===== src/rtl/nasti_burst_arbiter_if.sv =====
// Response-channel arbitration bundle: per-port valid/last in, upstream ready
// in, grant / mux select / gated readies / burst status out.
interface nasti_burst_arbiter_if #(
    parameter int N         = 8,
    parameter int CNT_WIDTH = 8
);
    localparam int SW = (N > 1) ? $clog2(N) : 1;

    logic                 enable;
    logic [N-1:0]         req;
    logic [N-1:0]         last;
    logic                 out_ready;
    logic [N-1:0]         gnt;
    logic [SW-1:0]        sel;
    logic                 out_valid;
    logic [N-1:0]         port_ready;
    logic                 locked;
    logic [CNT_WIDTH-1:0] beat_cnt;

    // Arbiter side: consumes requests, produces grant and status.
    modport master (
        input  enable, req, last, out_ready,
        output gnt, sel, out_valid, port_ready, locked, beat_cnt
    );

    // Requester / upstream side: the mirror image.
    modport slave (
        output enable, req, last, out_ready,
        input  gnt, sel, out_valid, port_ready, locked, beat_cnt
    );
endinterface


===== src/rtl/nasti_burst_arbiter.sv =====
// Round-robin, burst-locking arbiter for one shared NASTI R/B channel.
// IDLE grants combinationally to the first eligible port at or after ptr;
// a non-last handshake locks that port until its last beat handshakes.
module nasti_burst_arbiter #(
    parameter int       N         = 8,
    parameter logic [7:0] PORT_EN = 8'hFF,
    parameter bit       LITE_MODE = 1'b0,
    parameter int       CNT_WIDTH = 8
) (
    input  logic                    clk,
    input  logic                    rst,
    nasti_burst_arbiter_if.master   bus
);
    localparam int SW = (N > 1) ? $clog2(N) : 1;

    typedef enum logic {IDLE, BURST} state_t;

    state_t               state, state_n;
    logic [SW-1:0]        ptr, ptr_n, lock_port, lock_n, win, sel_c;
    logic [CNT_WIDTH-1:0] cnt, cnt_n;
    logic [N-1:0]         elig, gnt_c;
    logic                 rst_q, blocked, found, ov, hs, last_sel;
    int                   idx;

    assign elig    = bus.req & PORT_EN[N-1:0];
    // Grants are suppressed while rst is high and for one cycle after it.
    assign blocked = rst | rst_q;

    // Circular priority search starting at ptr; wraps explicitly at N.
    always_comb begin
        found = 1'b0;
        win   = '0;
        idx   = 0;
        for (int k = 0; k < N; k++) begin
            idx = int'(ptr) + k;
            if (idx >= N) idx = idx - N;
            if (!found && elig[idx]) begin
                found = 1'b1;
                win   = SW'(idx);
            end
        end
    end

    // Grant selection, handshake detection and next-state/counter update.
    always_comb begin
        state_n  = state;
        ptr_n    = ptr;
        lock_n   = lock_port;
        cnt_n    = cnt;
        gnt_c    = '0;
        sel_c    = '0;
        if (!blocked) begin
            if (state == BURST) begin
                gnt_c[lock_port] = 1'b1;
                sel_c            = lock_port;
            end else if (bus.enable && found) begin
                gnt_c[win] = 1'b1;
                sel_c      = win;
            end
        end
        ov       = |(gnt_c & bus.req);
        hs       = ov & bus.out_ready;
        last_sel = bus.last[sel_c] | LITE_MODE;
        if (hs) begin
            if (last_sel) begin
                // Just-served port drops to lowest priority.
                state_n = IDLE;
                ptr_n   = (sel_c == SW'(N - 1)) ? '0 : sel_c + 1'b1;
                cnt_n   = '0;
            end else if (state == IDLE) begin
                state_n = BURST;
                lock_n  = sel_c;
                cnt_n   = CNT_WIDTH'(1);
            end else if (cnt != '1) begin
                cnt_n = cnt + 1'b1;
            end
        end
    end

    // State registers with synchronous reset.
    always_ff @(posedge clk) begin
        if (rst) begin
            state     <= IDLE;
            ptr       <= '0;
            lock_port <= '0;
            cnt       <= '0;
            rst_q     <= 1'b1;
        end else begin
            state     <= state_n;
            ptr       <= ptr_n;
            lock_port <= lock_n;
            cnt       <= cnt_n;
            rst_q     <= 1'b0;
        end
    end

    assign bus.gnt        = gnt_c;
    assign bus.sel        = sel_c;
    assign bus.out_valid  = ov;
    assign bus.port_ready = gnt_c & {N{bus.out_ready}};
    assign bus.locked     = (state == BURST);
    assign bus.beat_cnt   = cnt;
endmodule


===== src/flat_wrapper.sv =====
// flat-port wrapper written by rule: the top's interface ports become plain ports
module nasti_burst_arbiter_flat 
#(
    parameter int       N         = 8,
    parameter logic [7:0] PORT_EN = 8'hFF,
    parameter bit       LITE_MODE = 1'b0,
    parameter int       CNT_WIDTH = 8
)
  (clk, rst, bus_enable, bus_req, bus_last, bus_out_ready, bus_gnt, bus_sel, bus_out_valid, bus_port_ready, bus_locked, bus_beat_cnt);
  nasti_burst_arbiter_if #(.N(N), .CNT_WIDTH(CNT_WIDTH)) bus_i ();
  input  logic clk;
  input  logic rst;
  input wire logic [$bits(bus_i.enable)-1:0] bus_enable;
  input wire logic [$bits(bus_i.req)-1:0] bus_req;
  input wire logic [$bits(bus_i.last)-1:0] bus_last;
  input wire logic [$bits(bus_i.out_ready)-1:0] bus_out_ready;
  output wire logic [$bits(bus_i.gnt)-1:0] bus_gnt;
  output wire logic [$bits(bus_i.sel)-1:0] bus_sel;
  output wire logic [$bits(bus_i.out_valid)-1:0] bus_out_valid;
  output wire logic [$bits(bus_i.port_ready)-1:0] bus_port_ready;
  output wire logic [$bits(bus_i.locked)-1:0] bus_locked;
  output wire logic [$bits(bus_i.beat_cnt)-1:0] bus_beat_cnt;
  assign bus_i.enable = bus_enable;
  assign bus_i.req = bus_req;
  assign bus_i.last = bus_last;
  assign bus_i.out_ready = bus_out_ready;
  assign bus_gnt = bus_i.gnt;
  assign bus_sel = bus_i.sel;
  assign bus_out_valid = bus_i.out_valid;
  assign bus_port_ready = bus_i.port_ready;
  assign bus_locked = bus_i.locked;
  assign bus_beat_cnt = bus_i.beat_cnt;
  nasti_burst_arbiter #(.N(N), .PORT_EN(PORT_EN), .LITE_MODE(LITE_MODE), .CNT_WIDTH(CNT_WIDTH)) u_core (.clk(clk), .rst(rst), .bus(bus_i));
endmodule

===== config.mk =====
export PLATFORM = sky130hd
export DESIGN_NAME = nasti_burst_arbiter_flat
export DESIGN_NICKNAME = d
export VERILOG_FILES = /design/src/rtl/nasti_burst_arbiter_if.sv /design/src/rtl/nasti_burst_arbiter.sv /design/src/flat_wrapper.sv
export SDC_FILE = /design/constraint.sdc
export NUM_CORES = 1
export LEC_CHECK = 0
export CAP_MARGIN = 0
export CORE_ASPECT_RATIO = 1.25
export CORE_MARGIN = 2
export CORE_UTILIZATION = 35
export DETAILED_ROUTE_END_ITERATION = 7
export PLACE_DENSITY_LB_ADDON = 0.08
export SLEW_MARGIN = 20
export SYNTH_ARGS = -nofsm -noshare
export SYNTH_HDL_FRONTEND = slang
export SYNTH_SLANG_ARGS = --single-unit

===== constraint.sdc =====
create_clock -name clk -period 10.1 [get_ports clk]
set_clock_uncertainty 0.1 [all_clocks]
set_input_delay 2.02 -clock clk [delete_from_list [all_inputs] [get_ports clk]]
set_output_delay 2.02 -clock clk [all_outputs]
set_load 0.1 [all_outputs]

After elaboration in Yosys (flattened, before gate mapping):

Cells that the tools add are included.

* bits in registers: 16
* input bits: 20
* output and inout port bits: 29
* word-level logic and storage cells: 139

* $add $sub $neg: 17
* magnitude comparators: 21
* eq/ne operators: 3
* mux-type cells: 66
* bitwise logic cells: 6
* reductions and logical operators: 21

Operator list (number)
* 32-bit by 5-bit < comparator with 1-bit output, second input constant: 8
* 32-bit 2-to-1 mux: 8
* 32-bit by 5-bit greater-or-equal comparator with 1-bit output, second input constant: 7
* 32-bit by 5-bit subtractor with 32-bit output, second input constant: 7
* 8-bit 2-to-1 mux: 6
* 3-bit 2-to-1 mux: 12
* 1-bit 2-to-1 mux: 29
* 1-bit binary-select mux with 3-bit select: 9
* 3-bit by 3-bit adder with 4-bit output, second input constant: 4
* 8-bit AND: 2
* 3-bit by 4-bit < comparator with 1-bit output, second input constant: 3
* 1-bit logical AND: 10
* 3-bit by 2-bit adder with 4-bit output, second input constant: 2
* 8-bit by 1-bit adder with 8-bit output, second input constant: 1
* 8-bit != test, second input constant: 1
* 8-bit OR reduction: 1
* 1-bit zero test: 7
* 1-bit demux with 3-bit select: 2
* 3-bit by 1-bit greater-or-equal comparator with 1-bit output, second input constant: 2
* 3-bit by 4-bit subtractor with 5-bit output, second input constant: 1
* 3-bit by 1-bit adder with 4-bit output, second input constant: 1
* 3-bit by 4-bit greater-or-equal comparator with 1-bit output, second input constant: 1
* 2-bit AND reduction: 2
* 3-bit by 1-bit adder with 3-bit output, second input constant: 1
* 6 further kinds: 7

Depth between registers and ports, before layout:

Gate-level depths: netlist (run 1).

* depth in word-level cells: 38
* depth in mapped cells: 16
* mapped depth without buffers: 14

Least setup slack after synthesis (run 1):

OpenSTA, ideal clock, no wires.

* path type: input-to-output
* from: in bus_req[7]
* to: out bus_port_ready[4]
* arrival time: 6.606 ns
* required time: 7.980 ns
* path slack: 1.374 ns
* cell stages on the path: 11
* path buffers: 1
* path through: buf_2 mux4_2 a221oi_2 a32o_1 nand2_1 o221a_1 nor2_2 nand2b_1 or3_1 a21oi_1 and2_1

* cells in the longest elaborated chain, start to end: 33
* elaborated cells on any way between the ends: 64
* classes of those cells: order compare: 2; mux: 45; bitwise: 1; reduce/logical: 16

RTL lines
* start: declaration: RTL line flat_wrapper.sv:14 `input wire logic [$bits(bus_i.req)-1:0] bus_req;`
* 1-bit binary-select mux with 3-bit select: RTL line nasti_burst_arbiter.sv:37 `if (!found && elig[idx]) begin`
* 1-bit 2-to-1 mux (not written as such) (2 in a row): RTL line nasti_burst_arbiter.sv:37
* 1-bit 2-to-1 mux: RTL line nasti_burst_arbiter.sv:37
* 1-bit zero test: RTL line nasti_burst_arbiter.sv:37
* 1-bit logical AND: RTL line nasti_burst_arbiter.sv:37
* 1-bit 2-to-1 mux: RTL line nasti_burst_arbiter.sv:37
* 1-bit zero test: RTL line nasti_burst_arbiter.sv:37
* 1-bit logical AND: RTL line nasti_burst_arbiter.sv:37
* [... 17 more ...]
* 1-bit logical AND (not written as such): RTL line nasti_burst_arbiter.sv:57 `gnt_c[win] = 1'b1;`
* 1-bit 2-to-1 mux (not written as such): RTL line nasti_burst_arbiter.sv:57
* 1-bit demux with 3-bit select
* 8-bit 2-to-1 mux *: RTL line nasti_burst_arbiter.sv:56 `end else if (bus.enable && found) begin`
* 8-bit 2-to-1 mux *: RTL line nasti_burst_arbiter.sv:53 `if (state == BURST) begin`
* 8-bit 2-to-1 mux *: RTL line nasti_burst_arbiter.sv:52 `if (!blocked) begin`
* via bus_gnt[4]: RTL line flat_wrapper.sv:17 `output wire logic [$bits(bus_i.gnt)-1:0] bus_gnt;`
* 8-bit AND *: RTL line nasti_burst_arbiter.sv:100 `assign bus.port_ready = gnt_c & {N{bus.out_ready}};`
* end: declaration: RTL line flat_wrapper.sv:20 `output wire logic [$bits(bus_i.port_ready)-1:0] bus_port_ready;`

The timed path passes the listed nets; every way through them passes the cells marked *. The select of a mux whose other input is x is not followed.

Worst setup path after layout (run 1):

* from: in bus_req[7]
* to: out bus_port_ready[4]

* cells in the longest elaborated chain, start to end: 33
* elaborated cells on any way between the ends: 64
* classes of those cells: order compare: 2; mux: 45; bitwise: 1; reduce/logical: 16

RTL lines (RTL line)
* 1-bit binary-select mux with 3-bit select: nasti_burst_arbiter.sv:37
* 1-bit 2-to-1 mux (not written as such) (2 in a row): nasti_burst_arbiter.sv:37
* 1-bit 2-to-1 mux: nasti_burst_arbiter.sv:37
* 1-bit zero test: nasti_burst_arbiter.sv:37
* 1-bit logical AND: nasti_burst_arbiter.sv:37
* 1-bit 2-to-1 mux: nasti_burst_arbiter.sv:37
* 1-bit zero test: nasti_burst_arbiter.sv:37
* 1-bit logical AND: nasti_burst_arbiter.sv:37
* [... 16 more ...]
* 3-bit by 4-bit < comparator with 1-bit output (not written as such) / 3-bit by 1-bit greater-or-equal comparator with 1-bit output (equally long branches): nasti_burst_arbiter.sv:57
* 1-bit logical AND (not written as such): nasti_burst_arbiter.sv:57
* 1-bit 2-to-1 mux (not written as such): nasti_burst_arbiter.sv:57
* 1-bit demux with 3-bit select
* 8-bit 2-to-1 mux *: nasti_burst_arbiter.sv:56
* 8-bit 2-to-1 mux *: nasti_burst_arbiter.sv:53
* 8-bit 2-to-1 mux *: nasti_burst_arbiter.sv:52
* 8-bit AND *: nasti_burst_arbiter.sv:100

Mark *: on every way between the ends. The rest lies on a longest branch, timed or not. The select of a mux whose other input is x is not followed.

==> impl_summary.txt, run 1 <==
----------------------------------------------------
[Outcome]
  Outcome ... finished, final reports clean

[Layout]
  Final cell count without fillers ... 432
  Fraction of the core area covered by cells at the end of the flow ... 44.0%
  Net count of the finished layout ... 368
  Share of post-route cells with drive strength above 1 ... 11.7%
  Commonest non-fill, non-tap cells in the layout ... sky130_fd_sc_hd__clkdlybuf4s50_1, sky130_fd_sc_hd__nor2_1, sky130_fd_sc_hd__nand2_1
  Most common library cell in the layout ignoring fill and taps ... sky130_fd_sc_hd__clkdlybuf4s50_1
  Area delta synth->final ... 23.6%
  Antenna Diode Count ... 0

[Floorplan]
  Initial core utilization ... 35.6%
  Die Height ... 97.3 um
  Number of standard-cell rows in the floorplan ... 34
  IO Count ... 49
  Die area ... 7650 um^2
  Placeable core region ... 6850 um^2
  Chip Width ... 78.6 um

[CTS]
  H-tree level count ... 1
  Count of hold-fix buffers inserted at cts ... 0
  Clock Tree Root ... sky130_fd_sc_hd__clkbuf_8
  Clk slew on worst S/H paths ... 70 ps
  Post-CTS setup repair buffer count ... 0
  Number of buffers on the longest clock path ... 2
  Clock buffers created by TritonCTS ... 3
  Clock tree from TritonCTS ... built
  Number of cells upsized or downsized after cts ... 0
  Clk Latency, worst-skew pair ... 250 ps
  Sinks on Clock Net ... 16

[Setup path]
  Critical Path End ... bus_port_ready[4]
  RR Endpoint ... u_core.lock_port[2]
  Register-to-register setup slack ... 4750 ps
  Crit Reg-Reg Startpoint ... u_core.ptr[1]
  Data required, critical path ... 7980 ps
  Worst path arrival time ... 6390 ps
  Beginning of the critical path ... bus_req[7]
  Top fanout value on the critical path ... 10
  Kind of end point of the critical path ... output pin
  Element type at the critical path start ... input port
  Worst setup path category ... in -> out
  Cell depth of the worst flop-to-flop path ... 13

[Drt]
  First drt pass iteration count ... 4
  Post-DR wirelength/cell ... 16.7 um
  Residual DRC count ... 0
  Avg Vias per Cell ... 5.94
  Starting DRC count in detailed routing ... 153
  Routed wire length ... 7210 um
  Antenna viol nets, final ... 0
  Via total after detailed routing ... 2567

[Timing]
  Final critical delay including setup and external delays ... 8510 ps
  Count of pins over their slew limit ... 0
  Setup repair after global routing missed its margin ... false
  Worst-case setup margin in the final layout ... 1590 ps
  FMAX ... 117 MHz
  Share of the clock period used by the worst path ... 84.3%
  Setup TNS ... 0 ps
  Rel. slew slack ... 34.4%
  Setup violators final ... 0
  Count of final hold-check violations ... 0
  Slew of the pin with the lowest slew margin ... 981 ps

[Logic synthesis]
  Biggest area consumer among synthesized cells ... sky130_fd_sc_hd__mux4_2
  Number of cells produced by synthesis ... 306
  Yosys reg bits ... 16
  Net count after synthesis ... 331
  Mean instance size in the synthesized netlist ... 7.96 um^2
  Async set-reset flop share out of synthesis ... 0%
  Unique cell type count in the Yosys netlist ... 65
  Top cell type's share of synthesized area ... 14.8%
  Number of warnings printed during yosys synthesis ... 0
  Commonest register cell after synthesis ... sky130_fd_sc_hd__dfxtp_1
  Count of flip-flops with a built-in enable after synthesis ... 0
  Sequential-to-total area share from yosys stat ... 13.1%
  Post-synthesis instance area ... 2440 um^2
  Top cells by area, synth ... sky130_fd_sc_hd__mux4_2, sky130_fd_sc_hd__dfxtp_1, sky130_fd_sc_hd__mux2i_1

[Place]
  Port Buf Inserts ... 48
  Routability cong. ... 0.859
  Placed cells ... 428
  Post-place setup slack ... 1610 ps
  Half-perimeter wire length after placement ... 5560 um

[Power and ir drop]
  Reported leakage power ... 1.01 nW
  Switching power of the nets ... 94.3 uW
  IR drop worst, VDD ... 0.0677 mV
  Part of the power in the clock network ... 24.4%
  Part of the total power dissipated in combinational logic ... 47.3%
  Fraction of power consumed by sequential logic ... 28.2%
  Switching portion of total power ... 39.8%
  Power per Cell Area ... 78.7 nW/um^2
  Cell internal pwr ... 143 uW
  Overall power ... 237 uW

[Global routing]
  Number of global-route vias before repair ... 2436
  Maximum number of pins on one net before global-route repair ... 25
  Wire length of the first global-routing pass ... 11800 um
  Gr usage total ... 18.8%
  Overflow after GRT ... 0
  Antenna violations before repair ... 0

[Hold path]
  Type of the worst min-delay path ... reg -> reg

[Flow run]
  Max capacitance violation total ... 0

----------------------------------------------------
cell usage after synthesis (3+ instances only):
cell type	instances
sky130_fd_sc_hd__nor3_1	5
sky130_fd_sc_hd__mux2i_1	16
sky130_fd_sc_hd__mux2_2	6
sky130_fd_sc_hd__xnor2_1	3
sky130_fd_sc_hd__a21oi_1	16
sky130_fd_sc_hd__ha_1	5
sky130_fd_sc_hd__nand2_1	27
sky130_fd_sc_hd__o31ai_1	3
sky130_fd_sc_hd__o21ai_0	13
sky130_fd_sc_hd__o211ai_1	4
sky130_fd_sc_hd__nor2b_1	5
sky130_fd_sc_hd__a22oi_1	3
sky130_fd_sc_hd__buf_2	7
sky130_fd_sc_hd__nor2_1	35
sky130_fd_sc_hd__inv_1	9
sky130_fd_sc_hd__or3_1	5
sky130_fd_sc_hd__a2111oi_0	3
sky130_fd_sc_hd__nand3_1	17
sky130_fd_sc_hd__and2_1	9
sky130_fd_sc_hd__clkbuf_1	7
sky130_fd_sc_hd__nand4_1	3
sky130_fd_sc_hd__dfxtp_1	16
sky130_fd_sc_hd__mux4_2	16
sky130_fd_sc_hd__a211oi_1	3
sky130_fd_sc_hd__and3_1	9
sky130_fd_sc_hd__a32oi_1	4
sky130_fd_sc_hd__o21ai_1	3
sky130_fd_sc_hd__nand2b_1	6
sky130_fd_sc_hd__nand3b_1	4
sequential cells by signal, summed over array words and instances, names as in the netlist:
name / cells
u_core.rst_q: 1
u_core.lock_port: 3
u_core.ptr: 3
u_core.bus.locked: 1
u_core.bus.beat_cnt: 8
power groups by stage:
stage	Clock (mW)	Combinational, mW	Sequential, mW
2_1_floorplan	0	0.0815	0.0685
3_3_place_gp	0	0.111	0.0685
3_5_place_dp	0	0.111	0.0684
4_1_cts	0.0587	0.112	0.0670
5_1_grt	0.0607	0.121	0.0673
6_report	0.0579	0.112	0.0669
worst max-delay path, stage by stage:
cell and delay, ps:
sky130_fd_sc_hd__clkdlybuf4s50_1 590, sky130_fd_sc_hd__mux4_2 620, sky130_fd_sc_hd__a221oi_2 310, sky130_fd_sc_hd__a32o_1 300, sky130_fd_sc_hd__nand2_1 110, sky130_fd_sc_hd__o221a_1 310
sky130_fd_sc_hd__nor2_2 280, sky130_fd_sc_hd__nand2b_1 100, sky130_fd_sc_hd__or3_1 320, sky130_fd_sc_hd__a21oi_1 160, sky130_fd_sc_hd__and2_1 140, sky130_fd_sc_hd__clkdlybuf4s50_1 1120
how the worst min path moves through the flow:
stage	from	end	slack (ps)	cells after the start
after CTS	u_core.ptr[2]	u_core.ptr[2]	380	2
after global placement	u_core.ptr[2]	u_core.ptr[2]	360	2
final	u_core.ptr[2]	u_core.ptr[2]	380	2
after global routing	u_core.ptr[2]	u_core.ptr[2]	400	2
after detailed placement	u_core.ptr[2]	u_core.ptr[2]	370	2
after floorplan	u_core.lock_port[0]	u_core.lock_port[0]	440	2
routing by layer:
| metal | vias to the layer above | part of all wire (%) | global-route usage (%) | wire, um |
|---|---|---|---|---|
| met2 | 69 | 50 | 32.3 | 3620 |
| met3 | 19 | 3.7 | 1.58 | 267 |
| met4 | 0 | 2.7 | 5.94 | 195 |
| met1 | 1228 | 43 | 24.7 | 3130 |
| met5 | - | 0 | 0 | 0 |
| li1 | 1251 | - | - | - |
layout make-up:
type	count	area, um^2
Fill cell	698	3840
Multi-Input combinational cell	263	2000
Timing Repair Buffer	49	488
Sequential cell	16	320
Tap cell	90	113
Clock buffer	4	55.1
Inverter	10	37.5
cells by family (layout without fill, tap and decap cells):
family / count (synthesis) / in the layout / share of synthesized area, %
fa+ha+maj: 5 / 5 / 2.57
simple gates: 138 / 138 / 29.2
xor+xnor: 4 / 4 / 1.44
buf+inv: 27 / 63 / 4.83
flops: 16 / 16 / 13.1
compound gates: 76 / 76 / 23.3
mux: 40 / 40 / 25.5
through the flow:
stage                     hold slack, ps  area [um^2]
after floorplan                      437         2440
after global placement               364         2960
after detailed placement             370         2960
after CTS                            379         3010
after global routing                 404         3010
final                                379         3010
Note: power is estimated with default switching activity, not from simulation.
==> inputs of run 2 (changes only) <==
- clock period: 10.1 -> 7.6 ns (I/O delays scaled with it)
==> impl_summary.txt, run 2 (synthesis results as in run 1) <==
----------------------------------------------------
[Floorplan]
  Die area ... 7650 um^2 (unchanged)
  Chip Width ... 78.6 um (unchanged)
  Die Height ... 97.3 um (unchanged)
  Initial core utilization ... 35.6% (unchanged)
  Placeable core region ... 6850 um^2 (unchanged)
  Number of standard-cell rows in the floorplan ... 34 (unchanged)
  IO Count ... 49 (unchanged)

[Drt]
  Residual DRC count ... 0 (unchanged)
  Post-DR wirelength/cell ... 16.7 um (+0.15%)
  First drt pass iteration count ... 4 (unchanged)
  Avg Vias per Cell ... 5.81 (-2.3%)
  Via total after detailed routing ... 2509 (-2.3%)
  Starting DRC count in detailed routing ... 131 (-14%)
  Routed wire length ... 7230 um (+0.15%)
  Antenna viol nets, final ... 0 (unchanged)

[Timing]
  FMAX ... 146 MHz
  Setup TNS ... 0 ps (unchanged)
  Share of the clock period used by the worst path ... 89.9%
  Setup violators final ... 0 (unchanged)
  Final critical delay including setup and external delays ... 6830 ps
  Final hold slack ... 428 ps (+49.1 ps)
  Worst-case setup margin in the final layout ... 769 ps (-819 ps)
  Rel. slew slack ... 31.5% (-2.9 points)
  Setup repair after global routing missed its margin ... false
  Count of pins over their slew limit ... 0 (unchanged)
  Slew of the pin with the lowest slew margin ... 1030 ps (+45.0 ps)
  Count of final hold-check violations ... 0 (unchanged)

[Setup path]
  Buf/Inv on CP ... 2 (unchanged)
  Data required, critical path ... 5980 ps (-2000 ps)
  Family with the most delay on the worst path ... compound AO/OA/AOI/OAI gates
  Top fanout value on the critical path ... 10 (unchanged)
  CP peak stage delay ... 640 ps (-480 ps)
  Cells traversed along the worst timing path ... clkdlybuf4s50_1, mux4_2, a221oi_2, a32o_1, nand2_1, o221a_1, nor2_2, nand2b_1, or3_1, a21oi_2, and2_1, buf_4
  Worst path arrival time ... 5210 ps (-1180 ps)
  Kind of end point of the critical path ... output pin
  Worst setup path category ... in -> out
  Max stage delay cell, worst path ... sky130_fd_sc_hd__mux4_2
  Element type at the critical path start ... input port

[Layout]
  Final design instance area without fill ... 2970 um^2 (-1.5%)
  Net count of the finished layout ... 368 (unchanged)
  Most common library cell in the layout ignoring fill and taps ... sky130_fd_sc_hd__nor2_1
  Fraction of the core area covered by cells at the end of the flow ... 43.3% (-0.64 points)
  Area taken by multi-input logic gates ... 2000 um^2 (+0.19%)
  Share of post-route cells with drive strength above 1 ... 17.5% (+5.8 points)
  Commonest non-fill, non-tap cells in the layout ... sky130_fd_sc_hd__nor2_1, sky130_fd_sc_hd__clkdlybuf4s50_1, sky130_fd_sc_hd__nand2_1
  Area delta synth->final ... 21.8%
  Antenna Diode Count ... 0 (unchanged)
  Area used by sequential logic in the layout ... 320 um^2 (unchanged)
  Flip-flop count of the largest register after layout ... 8 (unchanged)
  Final cell count without fillers ... 432 (unchanged)
  Filler Cell Count ... 703 (+0.72%)

[Place]
  Routability cong. ... 0.927 (+7.9%)
  Port Buf Inserts ... 48 (unchanged)
  Post-place setup slack ... 825 ps (-789 ps)
  Half-perimeter wire length after placement ... 5540 um (-0.51%)
  Placed cells ... 428 (unchanged)
  Post-place instance area ... 2910 um^2 (-1.5%)

[CTS]
  Number of buffers on the longest clock path ... 2 (unchanged)
  Clock tree from TritonCTS ... built
  Clk slew on worst S/H paths ... 60 ps (about the same)
  Post-CTS setup repair buffer count ... 0 (unchanged)
  Clock buffers created by TritonCTS ... 3 (unchanged)
  Clock Tree Root ... sky130_fd_sc_hd__clkbuf_8
  H-tree level count ... 1 (unchanged)
  Number of cells upsized or downsized after cts ... 0 (unchanged)
  Count of hold-fix buffers inserted at cts ... 0 (unchanged)
  Clk Latency, worst-skew pair ... 250 ps (about the same)
  Sinks on Clock Net ... 16 (unchanged)

[Hold path]
  Type of the worst min-delay path ... reg -> reg

[Power and ir drop]
  IR drop worst, VDD ... 0.0954 mV (+41%)
  Overall power ... 313 uW (+32%)
  Power per Cell Area ... 106 nW/um^2 (+34%)
  Part of the total power dissipated in combinational logic ... 48.0% (+0.7 points)
  Switching power of the nets ... 124 uW (+31%)
  Part of the power in the clock network ... 24.1% (-0.3 points)
  Cell internal pwr ... 189 uW (+33%)
  Switching portion of total power ... 39.5% (-0.23 points)
  Reported leakage power ... 1.05 nW (+3.8%)
  Fraction of power consumed by sequential logic ... 27.9% (-0.3 points)

[Global routing]
  Wire length of the first global-routing pass ... 11900 um (+0.64%)
  Number of global-route vias before repair ... 2386 (-2.1%)
  Maximum number of pins on one net before global-route repair ... 26 (+4.0%)
  Antenna violations before repair ... 0 (unchanged)
  Overflow after GRT ... 0 (unchanged)
  Gr usage total ... 18.8% (about the same)

[Outcome]
  Outcome ... finished, final reports clean

[Flow run]
  Max capacitance violation total ... 0 (unchanged)

----------------------------------------------------
run 2: worst min-delay path, delay by kind of cell, from the launching register on:
family	cells	cell delay, ps
AOI/OAI and AO/OA	1	60
DFF	1	350
and+or+nand+nor	1	70
run 2: power groups by stage:
stage	combinational [mW]	sequential (mW)	clock (mW)
after floorplan	0.108	0.0910	0
after global routing	0.163	0.0878	0.0809
after detailed placement	0.150	0.0894	0
after CTS	0.150	0.0875	0.0774
final	0.150	0.0875	0.0754
after global placement	0.149	0.0894	0
run 2: cell type report:
| cell class | instances | share of cell area [%] |
|---|---|---|
| flip-flops and latches | 16 | 10.8 |
| clock buffers | 4 | 1.85 |
| inverters | 10 | 1.26 |
| well taps | 90 | 3.79 |
| multi-input cells | 263 | 67.5 |
| repair buffers | 49 | 14.8 |
run 2: final timing paths:
check	from	endpoint	slack [ps]	cells after the start
worst min register to register	u_core.bus.beat_cnt[1]	u_core.bus.beat_cnt[1]	430	2
worst min-delay path	u_core.bus.beat_cnt[1]	u_core.bus.beat_cnt[1]	430	2
worst max-delay path	bus_req[7]	bus_port_ready[4]	770	12
worst max register to register	u_core.ptr[1]	u_core.lock_port[2]	2140	13
run 2: layer usage:
metal  vias to the layer above  wire, um  GRT usage (%)
met5                         -         0              0
met4                         0        76           4.32
met3                         8       201           1.21
met2                        58      3800           33.9
met1                      1201      3140           24.2
li1                       1242         -              -
